--- config.mk ---
export PLATFORM = sky130hd
export DESIGN_NAME = mmc1_gen
export DESIGN_NICKNAME = d
export VERILOG_FILES = /design/src/rtl/mmc1_gen_pkg.sv /design/src/rtl/mmc1_gen_serial.sv /design/src/rtl/mmc1_gen.sv
export SDC_FILE = /design/constraint.sdc
export NUM_CORES = 1
export LEC_CHECK = 0
export ABC_AREA = 1
export BUFFER_PORTS_ARGS = -buffer_cell sky130_fd_sc_hd__buf_2
export CORE_MARGIN = 1.5
export CORE_UTILIZATION = 25
export DETAILED_ROUTE_END_ITERATION = 12
export PLACE_DENSITY = 0.52
export RECOVER_POWER = 50
export SLEW_MARGIN = 20
export SYNTH_ARGS = -nofsm -noshare
export SYNTH_HDL_FRONTEND = slang
export SYNTH_SLANG_ARGS = --single-unit
--- constraint.sdc ---
create_clock -name clk -period 2.2 [get_ports clk]
set_clock_uncertainty 0.2 [all_clocks]
set_input_delay 0.33 -clock clk [delete_from_list [all_inputs] [get_ports clk]]
set_output_delay 0.33 -clock clk [all_outputs]
set_load 0.02 [all_outputs]
--- src/rtl/mmc1_gen_pkg.sv ---
// mmc1_gen_pkg: shared types and constants for the mmc1_gen mapper.
//   reg_idx_t  - internal register selected by CPU A14:A13 on the 5th write
//   prg_mode_t - PRG banking mode (control[3:2])
//   mirror_t   - nametable mirroring mode (control[1:0])
//   CTRL_RST   - control value after reset / bit-7 serial reset
//   CHR_BASE   - start of CHR in the linear SDRAM map
//   WRAM_TAG   - top address bits that mark the WRAM window
package mmc1_gen_pkg;

    typedef enum logic [1:0] {
        REG_CTRL = 2'd0,
        REG_CHR0 = 2'd1,
        REG_CHR1 = 2'd2,
        REG_PRG  = 2'd3
    } reg_idx_t;

    typedef enum logic [1:0] {
        PRG_32K_A  = 2'd0,
        PRG_32K_B  = 2'd1,
        PRG_FIX_LO = 2'd2,
        PRG_FIX_HI = 2'd3
    } prg_mode_t;

    typedef enum logic [1:0] {
        MIR_ONE_LO = 2'd0,
        MIR_ONE_HI = 2'd1,
        MIR_VERT   = 2'd2,
        MIR_HORZ   = 2'd3
    } mirror_t;

    localparam logic [4:0]  CTRL_RST = 5'b01100;
    localparam logic [21:0] CHR_BASE = 22'h200000;
    localparam logic [3:0]  WRAM_TAG = 4'b1111;

endpackage

--- src/rtl/mmc1_gen_serial.sv ---
// mmc1_gen_serial: 5-write serial load port of the MMC1-class mapper.
// Ports:
//   clk, reset    - system clock, synchronous active-high reset
//   ce            - CPU cycle enable
//   prg_a15       - CPU A15 (register port lives at $8000-$FFFF)
//   prg_sel       - CPU A14:A13, target register of the 5th write
//   prg_write     - CPU write strobe
//   prg_din       - CPU write data (bit 7 = port reset, bit 0 = serial data)
//   commit        - strobe: load commit_data into register commit_idx this edge
//   commit_idx    - target register index (mmc1_gen_pkg::reg_idx_t encoding)
//   commit_data   - completed 5-bit value
//   ctrl_reset    - strobe: OR CTRL_RST into control this edge
module mmc1_gen_serial (
    input  logic       clk,
    input  logic       reset,
    input  logic       ce,
    input  logic       prg_a15,
    input  logic [1:0] prg_sel,
    input  logic       prg_write,
    input  logic [7:0] prg_din,
    output logic       commit,
    output logic [1:0] commit_idx,
    output logic [4:0] commit_data,
    output logic       ctrl_reset
);

    logic [4:0] shift;
    logic [2:0] count;
    logic       last_write;  // previous ce cycle was a $8000+ write
    logic       accept;

    // Strobes are combinational so the parent registers update on the
    // same edge as the qualifying ce cycle.
    always_comb begin
        accept      = ce && prg_write && prg_a15 && !last_write;
        ctrl_reset  = accept && prg_din[7];
        commit      = accept && !prg_din[7] && (count == 3'd4);
        commit_data = {prg_din[0], shift[4:1]};
        commit_idx  = prg_sel;
    end

    always_ff @(posedge clk) begin
        if (reset) begin
            shift      <= '0;
            count      <= '0;
            last_write <= 1'b0;
        end else if (ce) begin
            // Suppression tracks every $8000+ write, even ones it ignored.
            last_write <= prg_write && prg_a15;
            if (ctrl_reset) begin
                count <= '0;
            end else if (accept) begin
                shift <= commit_data;
                count <= commit ? 3'd0 : count + 3'd1;
            end
        end
    end

endmodule

--- src/rtl/mmc1_gen.sv ---
// mmc1_gen: parametrised MMC1-class mapper (SxROM family incl. SUROM/SXROM
// outer banking) translating CPU/PPU addresses into the linear SDRAM map.
// Ports:
//   clk, reset  - system clock, synchronous active-high reset
//   ce          - CPU cycle enable (M2)
//   prg_ain     - CPU address; prg_write / prg_din - CPU write strobe / data
//   prg_aout    - linear PRG ROM or WRAM address; prg_allow - access permitted
//   chr_ain     - PPU address; chr_aout - linear CHR address (base CHR_BASE)
//   vram_a10    - CIRAM A10; vram_ce - CIRAM select (PPU A13)
//   irq         - IRQ request, active high
// Optional feature: define MMC1_GEN_IRQ_TIMER_EN to build the CPU-cycle IRQ
// timer; without it irq is tied low.
module mmc1_gen
    import mmc1_gen_pkg::*;
#(
    parameter int                   PRG_BANK_W  = 4,
    parameter int                   CHR_BANK_W  = 5,
    parameter int                   PRG_OUTER_W = 0,
    parameter int                   WRAM_BANK_W = 0,
    parameter bit                   MMC1A       = 1'b0,
    parameter int                   IRQ_CNT_W   = 30,
    parameter logic [IRQ_CNT_W-1:0] IRQ_TARGET  = 30'h2800000
) (
    input  logic        clk,
    input  logic        reset,
    input  logic        ce,
    input  logic [15:0] prg_ain,
    input  logic        prg_write,
    input  logic [7:0]  prg_din,
    output logic [21:0] prg_aout,
    output logic        prg_allow,
    input  logic [13:0] chr_ain,
    output logic [21:0] chr_aout,
    output logic        vram_a10,
    output logic        vram_ce,
    output logic        irq
);

    localparam logic [1:0] WRAM_MASK = 2'((32'd1 << WRAM_BANK_W) - 32'd1);

    logic [4:0] control, chr0, chr1, prg;
    logic       commit, ctrl_reset;
    logic [1:0] commit_idx;
    logic [4:0] commit_data;

    mmc1_gen_serial u_serial (
        .clk         (clk),
        .reset       (reset),
        .ce          (ce),
        .prg_a15     (prg_ain[15]),
        .prg_sel     (prg_ain[14:13]),
        .prg_write   (prg_write),
        .prg_din     (prg_din),
        .commit      (commit),
        .commit_idx  (commit_idx),
        .commit_data (commit_data),
        .ctrl_reset  (ctrl_reset)
    );

    always_ff @(posedge clk) begin
        if (reset) begin
            control <= CTRL_RST;
            chr0    <= '0;
            chr1    <= '0;
            prg     <= '0;
        end else if (ctrl_reset) begin
            control <= control | CTRL_RST;
        end else if (commit) begin
            case (reg_idx_t'(commit_idx))
                REG_CTRL: control <= commit_data;
                REG_CHR0: chr0    <= commit_data;
                REG_CHR1: chr1    <= commit_data;
                REG_PRG:  prg     <= commit_data;
                default:  ;
            endcase
        end
    end

    logic [4:0]            sel_chr;
    logic [4:0]            prg_outer;
    logic [1:0]            wram_bank;
    logic [PRG_BANK_W-1:0] prg_inner;
    logic [21:0]           prg_bank;
    logic [CHR_BANK_W-1:0] chr_bank;

    always_comb begin
        sel_chr = (control[4] && chr_ain[12]) ? chr1 : chr0;
        // Right shift picks the top PRG_OUTER_W bits; a width of 0 yields 0.
        prg_outer = sel_chr >> (5 - PRG_OUTER_W);
        wram_bank = sel_chr[3:2] & WRAM_MASK;

        case (prg_mode_t'(control[3:2]))
            PRG_FIX_LO: prg_inner = prg_ain[14] ? prg[PRG_BANK_W-1:0] : '0;
            PRG_FIX_HI: prg_inner = prg_ain[14] ? '1 : prg[PRG_BANK_W-1:0];
            default: begin
                prg_inner    = prg[PRG_BANK_W-1:0];
                prg_inner[0] = prg_ain[14];
            end
        endcase
        prg_bank = (22'(prg_outer) << PRG_BANK_W) | 22'(prg_inner);

        if (prg_ain[15]) begin
            prg_aout = (prg_bank << 14) | {8'b0, prg_ain[13:0]};
        end else begin
            prg_aout = {WRAM_TAG, 3'b000, wram_bank, prg_ain[12:0]};
        end

        if (prg_ain[15]) begin
            prg_allow = !prg_write;
        end else begin
            prg_allow = (prg_ain[14:13] == 2'b11) && (MMC1A || !prg[4]);
        end

        if (control[4]) begin
            chr_bank = chr_ain[12] ? chr1[CHR_BANK_W-1:0] : chr0[CHR_BANK_W-1:0];
        end else begin
            chr_bank    = chr0[CHR_BANK_W-1:0];
            chr_bank[0] = chr_ain[12];
        end
        chr_aout = CHR_BASE | (22'(chr_bank) << 12) | {10'b0, chr_ain[11:0]};

        case (mirror_t'(control[1:0]))
            MIR_ONE_LO: vram_a10 = 1'b0;
            MIR_ONE_HI: vram_a10 = 1'b1;
            MIR_VERT:   vram_a10 = chr_ain[10];
            default:    vram_a10 = chr_ain[11];
        endcase
        vram_ce = chr_ain[13];
    end

`ifdef MMC1_GEN_IRQ_TIMER_EN
    logic [IRQ_CNT_W-1:0] irq_cnt;

    always_ff @(posedge clk) begin
        if (reset) begin
            irq_cnt <= '0;
            irq     <= 1'b0;
        end else begin
            if (ce) begin
                if (chr0[4]) begin
                    irq_cnt <= '0;
                end else if (irq_cnt != '1) begin
                    irq_cnt <= irq_cnt + 1'b1;
                end
            end
            // Sticky until software sets chr0[4].
            if (chr0[4]) begin
                irq <= 1'b0;
            end else if (irq_cnt == IRQ_TARGET) begin
                irq <= 1'b1;
            end
        end
    end
`else
    assign irq = 1'b0;
`endif

endmodule

# Yosys cells after proc, flatten, opt, wreduce, memory -nomap -nowiden
# Cells that the tools add are included.
op_classes:
  reduce_logical: 23
  addsub: 1
  mux: 11
  bitwise_logic: 3
  eq_ne: 8
ops:
  columns: ["op", "count"]
  rows:
  - ["22-bit 2-to-1 mux", 1]
  - ["22-bit by 12-bit OR with 22-bit output", 1]
  - ["18-bit by 14-bit OR with 18-bit output", 1]
  - ["3-bit AND reduction", 5]
  - ["2-bit == test (second input constant)", 5]
  - ["5-bit 2-to-1 mux", 2]
  - ["3-bit 2-to-1 mux", 3]
  - ["1-bit logical AND", 8]
  - ["4-bit 2-to-1 mux", 2]
  - ["4-bit one-hot mux with 2 select lines", 1]
  - ["2-bit by 1-bit == test with 1-bit output (second input constant)", 2]
  - ["1-bit logical NOT", 4]
  - ["2-bit logical NOT", 2]
  - ["2-bit AND reduction", 2]
  - ["3-bit by 1-bit adder with 3-bit output (second input constant)", 1]
  - ["3-bit == test (second input constant)", 1]
  - ["1-bit one-hot mux with 3 select lines", 1]
  - ["2-bit nonzero test", 1]
  - ["2-bit OR reduction", 1]
  - ["1-bit 2-to-1 mux", 1]
  - ["1-bit inverter", 1]
word_totals:
  out_inout_bits: 48
  ff_bits: 29
  wordCells: 54
  inputBits: 42

# Longest topological paths before layout
depth:
  depth_word: 8
  ltp_mapped: 8

# Modules after synthesis
# A second synthesis with hierarchy kept.
unflattened:
  hier_cells: 265
  area_unflattened_um2: 1734.2
modules_own_cells:
  columns: ["mod", "area_per_inst_um2", "cells_each", "instances", "seq_area_each_um2"]
  rows:
  - ["mmc1_gen", 1292.5, 204, 1, 400.4]
  - ["mmc1_gen_serial", 441.7, 61, 1, 160.2]

# Worst setup path before layout
# Ideal clock, no wire load.
synth_timing:
  path_type: "input port to output port"
  from: "input port prg_ain[15]"
  to: "output port prg_allow"
  arrival_time_ps: 984
  t_required_ps: 1670
  cell_stages: 2
  slack_ps: 686
  n_path_buf: 0
  path_cell_list: "inv_1 > o21ai_0"
synth_via:
  elab_chain_len: 1
synth_rtl:
  columns: ["element", "line", "text"]
  rows:
  - ["from (decl)", "mmc1_gen.sv:27", "input logic [15:0] prg_ain,"]
  - ["1-bit 2-to-1 mux", "mmc1_gen.sv:108", "if (prg_ain[15]) begin"]
  - ["to (decl)", "mmc1_gen.sv:31", "output logic prg_allow,"]
# Every way passes these cells.

# Worst setup path after layout
layout_timing:
  from: "register u_serial.last_write"
  to: "register u_serial.count[2]"
layout_via:
  elab_chain_len: 7
layout_rtl:
  columns: ["element", "line", "text"]
  rows:
  - ["from (decl)", "mmc1_gen_serial.sv:29", "logic last_write;"]
  - ["from (signal assigned)", "mmc1_gen_serial.sv:49", "last_write <= prg_write && prg_a15;"]
  - ["1-bit logical NOT *", "mmc1_gen_serial.sv:35", "accept = ce && prg_write && prg_a15 && !last_write;"]
  - ["1-bit logical AND *", "mmc1_gen_serial.sv:35", null]
  - ["1-bit logical AND (2 in a row)", "mmc1_gen_serial.sv:37", "commit = accept && !prg_din[7] && (count == 3'd4);"]
  - ["3-bit 2-to-1 mux", "mmc1_gen_serial.sv:54", "count <= commit ? 3'd0 : count + 3'd1;"]
  - ["3-bit 2-to-1 mux", "mmc1_gen_serial.sv:52", "end else if (accept) begin"]
  - ["3-bit 2-to-1 mux", "mmc1_gen_serial.sv:50", "if (ctrl_reset) begin"]
  - ["to (signal assigned)", "mmc1_gen_serial.sv:54", null]
  - ["to (decl)", "mmc1_gen_serial.sv:28", "logic [2:0] count;"]
# Every way passes the cells marked *; elsewhere a longest branch is shown, timed or not. The select of a mux whose other input is x is not followed.
# A chain may end at the register's enable or synchronous reset.

==> summary.txt <==
Run status
  • Status: complete, no violations

Logic synthesis
  • Sequential share of the synthesized area: 0.326
  • Top cells by area, synth: dfxtp_1 33%, buf_4 15%, nand2_1 12%, nor2_1 10%, inv_1 6.5%
  • Yosys warning count: 0
  • Yosys cell types: 27
  • Syn avg cell area: 7.00 um^2
  • Top cell type's share of synthesized area: 0.326
  • Post-synthesis register bit count: 28
  • Syn Inst Count: 246
  • Yosys top cell by area: dfxtp_1
  • Synthesized area: 1720 um^2

Worst setup path
  • CP cell instances: nor2_1, nand2_4, clkinvlp_2, nand3_1, a21oi_2
  • CP Capture Type: register
  • Worst path top cell family by delay: simple AND/OR/NAND/NOR gates
  • Critical Path Max Stage Delay: 0.73 ns
  • Critical path fanouts, max: 7
  • Data arrival, critical path: 1.97 ns
  • Bufs and invs on worst path: 1
  • WP data required: 2.22 ns
  • Crit Path Class: reg2reg
  • Startpoint Class: register
  • CP max stage cell: nor2_1

CTS
  • Clock tree from TritonCTS: built
  • Clock Sinks: 28
  • CTS Hold Buffers Added: 0
  • Inserted Clock Buffers: 3
  • Post-CTS setup buffers: 0
  • Post-cts sizing count: 0
  • Worst-skew pair later-pin latency: 0.28 ns
  • Clk root buf: clkbuf_8
  • Clock transition at path regs: 0.10 ns
  • CTS Buffer Depth: 2
  • H-tree depth: 1

Power and ir drop
  • Clock power share: 0.403
  • Net Switching: 0.251 mW
  • Sw Share: 0.243
  • Static Leak: 0.945 nW
  • Total internal power: 0.783 mW
  • Combinational share of power: 0.099
  • Pwr Density: 592 nW/um^2
  • Worst VDD drop: 0.221 mV
  • Sequential Power Share: 0.499

Timing
  • Worst-margin pin slew: 0.947 ns
  • Minimum clock period after layout: 1.95 ns
  • Final setup vio count: 0
  • Max_slew headroom: 0.367
  • Unrepaired setup endpoints after global routing: no
  • Fmax: 0.514 GHz
  • Setup TNS: 0 ns
  • Pins over their slew limit: 0
  • Final Hold Fails: 0
  • Final period utilization: 0.884

Detailed routing
  • Routed wire length: 3.23 mm
  • Initial DRC count: 33
  • Vias: 1314
  • Via density: 4.03
  • WL per Instance: 9.92 um
  • TritonRoute pass-1 iters: 5
  • Final ANT Viol Nets: 0
  • DRC viols: 0

Floorplanning
  • Die area: 7390 um^2
  • Core area: 6720 um^2
  • Die height: 86.0 um
  • Rows: 30
  • I/O pins: 90
  • Initial Util: 0.256
  • Die width: 86.0 um

Placed design
  • Cells after DPL: 322
  • DP HPWL: 2.35 mm
  • Placer Congestion: 0.743
  • Port-buffer cells: 29
  • Placed cell area: 1700 um^2

Layout
  • Register area: 561 um^2
  • Share of cells above drive strength 1: 0.179
  • Antenna cells: 0
  • Fill count: 762
  • Post-route cell area: 1750 um^2
  • Final cell count without fillers: 326
  • Multi-input logic area: 739 um^2
  • Synth-to-layout area growth: 1.45%
  • Nets: 291

Global route
  • Initial antenna violation count: 0
  • Overflow after GRT: 0
  • Global-route usage over all layers: 0.0918
  • Pin count of the biggest net entering global routing: 19
  • Vias in the first global route: 1192
  • First-pass GRT wire length: 5.42 mm

Min path
  • Worst hold-check path type: in2reg

Run
  • Maxcap violations: 0
logic make-up after synthesis:
| family | share of synthesized area |
|---|---|
| other | 0.00436 |
| flip-flops | 0.326 |
| buffers and inverters | 0.241 |
| AND/OR/NAND/NOR | 0.330 |
| XOR/XNOR | 0.00509 |
| AO/OA/AOI/OAI | 0.0792 |
| adder cells (fa/ha/maj) | 0.0145 |
synth_stat cells (all sizes together):
cell     n
inv     32
o21bai   1
nor2    49
dfxtp   28
nand2   54
nand4    5
nand3    8
a21oi    9
clkinv   1
xor2     1
buf     38
o21ai   13
ha       2
o31ai    2
conb     2
or2      1
path summary, 6_finish.rpt:
| path | slack, ns | from | endpoint | cells after the start |
|---|---|---|---|---|
| worst max-delay path | 0.25 | u_serial.last_write | u_serial.count[2] | 5 |
| worst max register to register | 0.25 | u_serial.last_write | u_serial.count[2] | 5 |
| worst min-delay path | 0.07 | reset | u_serial.count[2] | 2 |
| worst min register to register | 0.30 | u_serial.count[1] | u_serial.count[1] | 2 |
stage by stage:
stage	hold slack (ns)	setup slack [ns]	total power [mW]	utilization
floorplan	0.192	0.686	0.675	-
global placement	0.274	0.598	0.633	0.253
detailed placement	0.286	0.593	0.633	0.253
CTS	0.0620	0.359	1.06	0.264
global route	0.0580	0.141	1.08	0.260
finish	0.0707	0.255	1.03	0.260
registers in the layout (all words and copies together), names as in the netlist:
name                 flops
prg                      5
chr0                     5
u_serial.count           3
chr1                     5
u_serial.shift           4
control                  5
u_serial.last_write      1
worst register-to-register path, cell delays in order (launching register included):
cell and delay [ns]:
dfxtp_1 0.32, nor2_1 0.73, nand2_4 0.15, clkinvlp_2 0.25, nand3_1 0.12, a21oi_2 0.12
cell usage in the layout (no fill, tap or decap), types with 2 or more instances in the layout:
master / n
a21oi_1: 8
buf_2: 27
clkbuf_1: 2
clkbuf_8: 3
conb_1: 6
dfxtp_1: 28
ha_1: 2
inv_1: 30
inv_2: 2
nand2_1: 53
nand3_1: 7
nand4_4: 4
nor2_1: 48
o21ai_0: 9
o21ai_1: 4
o31ai_1: 2
final cells by class:
cell class                      instances  area share
Sequential cell                        28       0.321
Multi-Input combinational cell        151       0.423
Clock inverter                          1      0.0172
Clock buffer                            3      0.0236
Timing Repair Buffer                   30      0.0860
Inverter                               33      0.0716
Tap cell                               80      0.0573
metal layers:
metal	track usage	vias to the layer above	wire length [um]
met5	0	-	0
met4	0.0205	0	23
met3	0.0289	4	174
met2	0.157	29	1460
met1	0.113	574	1570
li1	-	707	-
power by group through the flow:
| stage | sequential, mW | clock (mW) | combinational [mW] |
|---|---|---|---|
| 2_1_floorplan | 0.526 | 0 | 0.149 |
| 3_3_place_gp | 0.528 | 0 | 0.105 |
| 3_5_place_dp | 0.528 | 0 | 0.105 |
| 4_1_cts | 0.517 | 0.433 | 0.105 |
| 5_1_grt | 0.516 | 0.454 | 0.113 |
| 6_report | 0.516 | 0.416 | 0.102 |
Note: power is estimated with default switching activity, not from simulation.
